`src/rtl/imm_encoder.sv`:
```
// Immediate packer for RISC-V I/S/B/J instruction words. Results are queued
// in a 2-entry FIFO together with a flag that marks unrepresentable immediates.
module imm_encoder (
    input  logic        clk_i,
    input  logic        rst_i,
    input  logic        valid_i,
    output logic        ready_o,
    input  logic [1:0]  immsrc_i,
    input  logic [31:0] imm_i,
    input  logic [31:0] base_i,
    output logic        valid_o,
    input  logic        ready_i,
    output logic [31:0] instr_o,
    output logic        err_o,
    output logic        sticky_err_o,
    output logic [15:0] count_o
);

    localparam logic [1:0] FMT_I = 2'b00;
    localparam logic [1:0] FMT_S = 2'b01;
    localparam logic [1:0] FMT_B = 2'b10;
    localparam logic [1:0] FMT_J = 2'b11;

    localparam logic [1:0] OCC_EMPTY = 2'd0;
    localparam logic [1:0] OCC_FULL  = 2'd2;

    // Bits of the instruction word that carry the immediate for each format.
    function automatic logic [31:0] imm_mask(input logic [1:0] fmt);
        logic [31:0] m;
        case (fmt)
            FMT_I:   m = 32'hFFF0_0000;
            FMT_S:   m = 32'hFE00_0F80;
            FMT_B:   m = 32'hFE00_0F80;
            FMT_J:   m = 32'hFFFF_F000;
            default: m = 32'h0000_0000;
        endcase
        return m;
    endfunction

    // Scatter the immediate into its instruction positions, zero elsewhere.
    function automatic logic [31:0] imm_place(input logic [1:0] fmt, input logic [31:0] imm);
        logic [31:0] p;
        case (fmt)
            FMT_I:   p = {imm[11:0], 20'h00000};
            FMT_S:   p = {imm[11:5], 13'h0000, imm[4:0], 7'h00};
            FMT_B:   p = {imm[12], imm[10:5], 13'h0000, imm[4:1], imm[11], 7'h00};
            FMT_J:   p = {imm[20], imm[10:1], imm[11], imm[19:12], 12'h000};
            default: p = 32'h0000_0000;
        endcase
        return p;
    endfunction

    // An immediate fits when every bit above the field's sign bit copies it;
    // branch and jump offsets must additionally be halfword aligned.
    function automatic logic imm_error(input logic [1:0] fmt, input logic [31:0] imm);
        logic e;
        case (fmt)
            FMT_I,
            FMT_S:   e = !((imm[31:11] == 21'h000000) || (imm[31:11] == 21'h1FFFFF));
            FMT_B:   e = !((imm[31:12] == 20'h00000) || (imm[31:12] == 20'hFFFFF)) || imm[0];
            FMT_J:   e = !((imm[31:20] == 12'h000) || (imm[31:20] == 12'hFFF)) || imm[0];
            default: e = 1'b1;
        endcase
        return e;
    endfunction

    logic [31:0] mem_instr_r [2];
    logic        mem_err_r   [2];
    logic        wr_ptr_r;
    logic        rd_ptr_r;
    logic [1:0]  occ_r;
    logic [15:0] count_r;
    logic        sticky_r;

    logic        push_s;
    logic        pop_s;
    logic [1:0]  occ_nxt_s;
    logic [31:0] enc_instr_s;
    logic        enc_err_s;

    // Request encoding and FIFO handshake decode.
    always_comb begin
        enc_instr_s = (base_i & ~imm_mask(immsrc_i)) | imm_place(immsrc_i, imm_i);
        enc_err_s   = imm_error(immsrc_i, imm_i);
        push_s      = valid_i && (occ_r != OCC_FULL);
        pop_s       = (occ_r != OCC_EMPTY) && ready_i;
        case ({push_s, pop_s})
            2'b10:   occ_nxt_s = occ_r + 2'd1;
            2'b01:   occ_nxt_s = occ_r - 2'd1;
            default: occ_nxt_s = occ_r;
        endcase
    end

    // FIFO storage, pointers, occupancy and request statistics.
    always_ff @(posedge clk_i) begin
        if (rst_i) begin
            mem_instr_r[0] <= 32'h0000_0000;
            mem_instr_r[1] <= 32'h0000_0000;
            mem_err_r[0]   <= 1'b0;
            mem_err_r[1]   <= 1'b0;
            wr_ptr_r       <= 1'b0;
            rd_ptr_r       <= 1'b0;
            occ_r          <= OCC_EMPTY;
            count_r        <= 16'h0000;
            sticky_r       <= 1'b0;
        end else begin
            if (push_s) begin
                mem_instr_r[wr_ptr_r] <= enc_instr_s;
                mem_err_r[wr_ptr_r]   <= enc_err_s;
                wr_ptr_r              <= ~wr_ptr_r;
                count_r               <= count_r + 16'h0001;
                sticky_r              <= sticky_r | enc_err_s;
            end
            if (pop_s) begin
                rd_ptr_r <= ~rd_ptr_r;
            end
            occ_r <= occ_nxt_s;
        end
    end

    // All outputs are taken straight from registered state.
    always_comb begin
        ready_o      = (occ_r != OCC_FULL);
        valid_o      = (occ_r != OCC_EMPTY);
        instr_o      = mem_instr_r[rd_ptr_r];
        err_o        = mem_err_r[rd_ptr_r];
        sticky_err_o = sticky_r;
        count_o      = count_r;
    end

endmodule

```
`config.mk`:
```
export PLATFORM = sky130hd
export DESIGN_NAME = imm_encoder
export DESIGN_NICKNAME = d
export VERILOG_FILES = /design/src/rtl/imm_encoder.sv
export SDC_FILE = /design/constraint.sdc
export NUM_CORES = 1
export LEC_CHECK = 0
export ABC_AREA = 1
export BUFFER_PORTS_ARGS = -buffer_cell sky130_fd_sc_hd__buf_2
export CORE_MARGIN = 4
export CORE_UTILIZATION = 52
export DETAILED_ROUTE_END_ITERATION = 10
export GPL_TIMING_DRIVEN = 0
export PLACE_DENSITY = 0.8
export SLEW_MARGIN = 15
export SYNTH_ARGS = -nofsm -noshare
export SYNTH_HDL_FRONTEND = slang
export SYNTH_SLANG_ARGS = --single-unit
```
`constraint.sdc`:
```
create_clock -name clk_i -period 2.4 [get_ports clk_i]
set_input_delay 0 -clock clk_i [delete_from_list [all_inputs] [get_ports clk_i]]
set_output_delay 0 -clock clk_i [all_outputs]
set_load 0.01 [all_outputs]
```
==> parameters.txt <==
Parameter                              Value

Run
  Maxcap violations ... 0

Routing
  DRC violation count after routing ... 0
  Vias/cell ... 5.28
  First drt pass iteration count ... 5
  Drt wl/cell ... 14.8 um
  First DRT Iteration DRCs ... about 180
  ANT nets after route ... 0
  Vias post-DR ... 3556
  Total wire length after detailed routing ... 10.0 mm

Cells and area
  Final cell count without fillers ... a little under 700
  Fraction of final layout cells with drive strength greater than 1 ... 0.325
  Final non-filler cell area ... 5350 um2
  Final #Nets ... between 600 and 700
  Synthesis-to-layout area growth ... 26.6%
  Fill cell instance count of the final layout ... 620
  Final cell utilization of the core ... 0.685
  Diode insertion count for antenna repair ... 0

Timing
  Skew final ... around 7.5 ps
  Sum of negative setup slack ... 0 ps
  Number of hold-slack violations in the final timing report ... 0
  RSZ-0062 raised after global routing ... no
  Share of the cycle needed by the critical path after routing ... 0.851
  Final setup viols ... 0
  Pins Over Slew Limit ... 0
  Max Fclk ... 490 MHz
  Worst hold margin ... roughly 11 ps
  Remaining max-slew budget at the tightest pin ... 0.682
  Slew at the pin closest to its max-slew limit ... 477 ps
  Final critical path time including I/O delays and setup ... 2040 ps

GRT
  Initial antenna violation count ... 1
  Pin count of the biggest net entering global routing ... 34
  Number of global-route vias before repair ... 3586
  Total GRT Usage ... 0.212
  Residual overflow from global routing ... 0
  First-pass GRT wire length ... 16.3 mm

Setup path
  FF-to-FF path depth ... 9
  Cell breakdown of the critical path ... inv_2 -> nand2_4 -> nand2_4 -> nor2_2 -> inv_2 -> nor2_1 -> inv_2 -> buf_2 -> nand2_4
  Arrival @ worst endpoint ... 2050 ps
  Worst-case register-to-register setup slack ... roughly 360 ps
  Endpoint of the lowest-slack register-to-register path ... mem_instr_r[0][15]
  Required time of the worst setup path ... 2400 ps
  Critical Path Fanout Max ... 33
  Cell class contributing the biggest share of worst-path delay ... simple AND/OR/NAND/NOR gates
  Capturing element type of the critical path ... register
  Critical path class ... reg2reg
  Startpoint class of the critical path ... register
  Largest stage delay on the critical path ... about 380 ps
  Buffers & Inverters on Critical Path ... 4
  Cell with the largest stage delay on the worst path ... sky130_fd_sc_hd__nand2_4
  Launching point of the worst reg2reg path ... occ_r[0]

Floorplan
  Die outline height ... 98.1 um
  Die Footprint ... 9630 um2
  Placeable core region ... 7810 um2
  I/O pin total ... 122
  Initial core utilization ... 0.541
  Die width ... roughly 100 um
  Row cnt ... 32

CTS
  Num CTS Buffers ... 9
  Number of setup buffers added after CTS ... 0
  Clk Latency, worst-skew pair ... 360 ps
  H-Tree Depth ... 3
  Root buffer cell ... sky130_fd_sc_hd__clkbuf_8
  TritonCTS clock tree ... built
  Worst-case clock buffer depth ... 2
  Clk sink count ... just under 90
  Register clock-pin slew on the reported worst setup and hold paths ... 90 ps

Min path
  Tightest Hold Check Type ... in2reg
  Endpoint of the worst hold path ... count_o[15]
  Hold_sp ... valid_i
  Number of cells on the worst hold path ... 4

Synth
  Library cell with the largest summed area after synthesis ... sky130_fd_sc_hd__edfxtp_1
  Commonest cells in the synthesized netlist ... sky130_fd_sc_hd__nor2_1, sky130_fd_sc_hd__edfxtp_1, sky130_fd_sc_hd__nand2_1
  Net Count, Synth ... 501
  Async set-reset flop share out of synthesis ... 0
  Number of different library cells in the post-synthesis netlist ... 32
  Post-synthesis average cell area ... 9.94 um2
  Number of instances in the synthesized netlist ... 425
  Post-synthesis instance area ... 4230 um2
  Top cells by area in the synthesized netlist ... sky130_fd_sc_hd__edfxtp_1, sky130_fd_sc_hd__dfxtp_1, sky130_fd_sc_hd__mux2_2
  Synthesis Warnings ... 0
  Number of flops mapped to enable cells by yosys ... 66
  Yosys top cell area share ... 0.469
  Seq/Total Area, Yosys ... 0.573
  Number of synthesized register bits ... approximately 90
  Most common flop cell mapped by yosys ... sky130_fd_sc_hd__edfxtp_1
  Most instantiated library cell after synthesis ... sky130_fd_sc_hd__nor2_1

Power
  Lkg Pwr ... 2.47 nW
  Power density relative to cell area ... 725 nW/um2
  Maximum vdd ir drop ... roughly 0.45 mV

Placement
  Port bufs ... 113
  Placed Cells ... 640
  Post-detailed-placement half-perimeter wirelength ... 7.06 mm
  Cell area after placement ... 4920 um2
  Final estimated routing congestion in global placement ... 0.837

Run status
  Status ... completed
==> worst max-delay path by stage <==
| stage | from | endpoint | slack, ps | cells past startpoint |
|---|---|---|---|---|
| global placement | occ_r[0] | mem_instr_r[0][3] | -310 | 9 |
| finish | occ_r[0] | mem_instr_r[0][15] | 360 | 9 |
| floorplan | occ_r[0] | mem_err_r[0] | 180 | 9 |
| detailed placement | occ_r[0] | mem_instr_r[0][5] | 110 | 9 |
| global route | occ_r[0] | mem_instr_r[0][20] | 200 | 9 |
| CTS | occ_r[0] | mem_instr_r[0][14] | 80 | 9 |
==> sequential cells by signal, summed over array words and instances, names as in the netlist, named ones only <==
| register | cells |
|---|---|
| mem_instr_r | 64 |
| rd_ptr_r | 1 |
| sticky_err_o | 1 |
| occ_r | 2 |
| mem_err_r | 2 |
| wr_ptr_r | 1 |
| count_o | 16 |
==> cell usage in the layout (no fill, tap or decap), types with 2 or more instances in the layout <==
cell type	Yosys	final
sky130_fd_sc_hd__bufinv_16	0	3
sky130_fd_sc_hd__a211oi_1	2	2
sky130_fd_sc_hd__buf_2	10	123
sky130_fd_sc_hd__ha_1	6	6
sky130_fd_sc_hd__clkbuf_8	0	9
sky130_fd_sc_hd__dfxtp_1	22	22
sky130_fd_sc_hd__clkbuf_1	2	4
sky130_fd_sc_hd__nor3_4	2	2
sky130_fd_sc_hd__inv_2	5	5
sky130_fd_sc_hd__nand2_4	2	4
sky130_fd_sc_hd__inv_1	45	45
sky130_fd_sc_hd__a22oi_1	12	12
sky130_fd_sc_hd__o21ai_1	2	2
sky130_fd_sc_hd__dlygate4sd3_1	0	18
sky130_fd_sc_hd__edfxtp_1	66	66
sky130_fd_sc_hd__o21ai_0	11	11
sky130_fd_sc_hd__clkinv_1	2	2
sky130_fd_sc_hd__nor3_1	6	6
sky130_fd_sc_hd__nor2_2	2	2
sky130_fd_sc_hd__a21oi_1	17	17
sky130_fd_sc_hd__a32oi_1	4	4
sky130_fd_sc_hd__nor2_1	91	91
sky130_fd_sc_hd__mux2_2	33	33
sky130_fd_sc_hd__a31oi_1	2	2
sky130_fd_sc_hd__nand2_1	57	55
sky130_fd_sc_hd__nand3_1	14	14
sky130_fd_sc_hd__nand4_1	2	2
==> final cells by class <==
cell class	count	area [um2]	share of cell area
plain buffers	12	57.6	0.0108
clock buffers	11	131	0.0246
clock inverters	5	104	0.0194
inverters	52	195	0.0365
multi-input cells	273	1570	0.293
flip-flops and latches	88	2420	0.453
well taps	102	128	0.0239
repair buffers	131	746	0.139
==> metal layers <==
metal	wire (um)	track usage	vias up
li1	-	-	1718
met1	3970	0.254	1663
met2	4970	0.370	153
met3	800	0.0471	20
met4	261	0.0840	2
met5	12	0	-
==> logic make-up (layout without fill, tap and decap cells) <==
logic type | count (synthesis) | in the layout | share of synthesized area
simple gates | 180 | 180 | 0.182
flops | 88 | 88 | 0.573
buf+inv | 64 | 211 | 0.0598
compound gates | 53 | 53 | 0.0776
mux | 33 | 33 | 0.0879
fa+ha+maj | 6 | 6 | 0.0178
xor+xnor | 1 | 1 | 0.00207
==> worst reg2reg max path, stage by stage (launching register included) <==
cell and delay (ps):
sky130_fd_sc_hd__dfxtp_1 370, sky130_fd_sc_hd__inv_2 80, sky130_fd_sc_hd__nand2_4 70, sky130_fd_sc_hd__nand2_4 100
sky130_fd_sc_hd__nor2_2 160, sky130_fd_sc_hd__inv_2 50, sky130_fd_sc_hd__nor2_1 140, sky130_fd_sc_hd__inv_2 90
sky130_fd_sc_hd__buf_2 210, sky130_fd_sc_hd__nand2_4 380
==> metrics by stage <==
step,total power [W],setup WS [ps]
after floorplan,0.00236,181
after global placement,0.00264,-307
after detailed placement,0.00267,114
after CTS,0.00390,75.8
after global routing,0.00404,202
final,0.00388,358
==> power by group <==
group	total (W)	internal, W	switching, W
Combinational	0.000821	0.000353	0.000468
Sequential	0.00184	0.00179	0.0000486
Clock	0.00122	0.000695	0.000525
Total	0.00388	0.00284	0.00104
==> timing repair <==
item	4_1_cts	5_1_grt
hold buffers	18	0
endpoints found under the setup margin	0	66
hold endpoints to repair	33	0
resized for setup	0	2
Power figures use the tool's default switching activity.
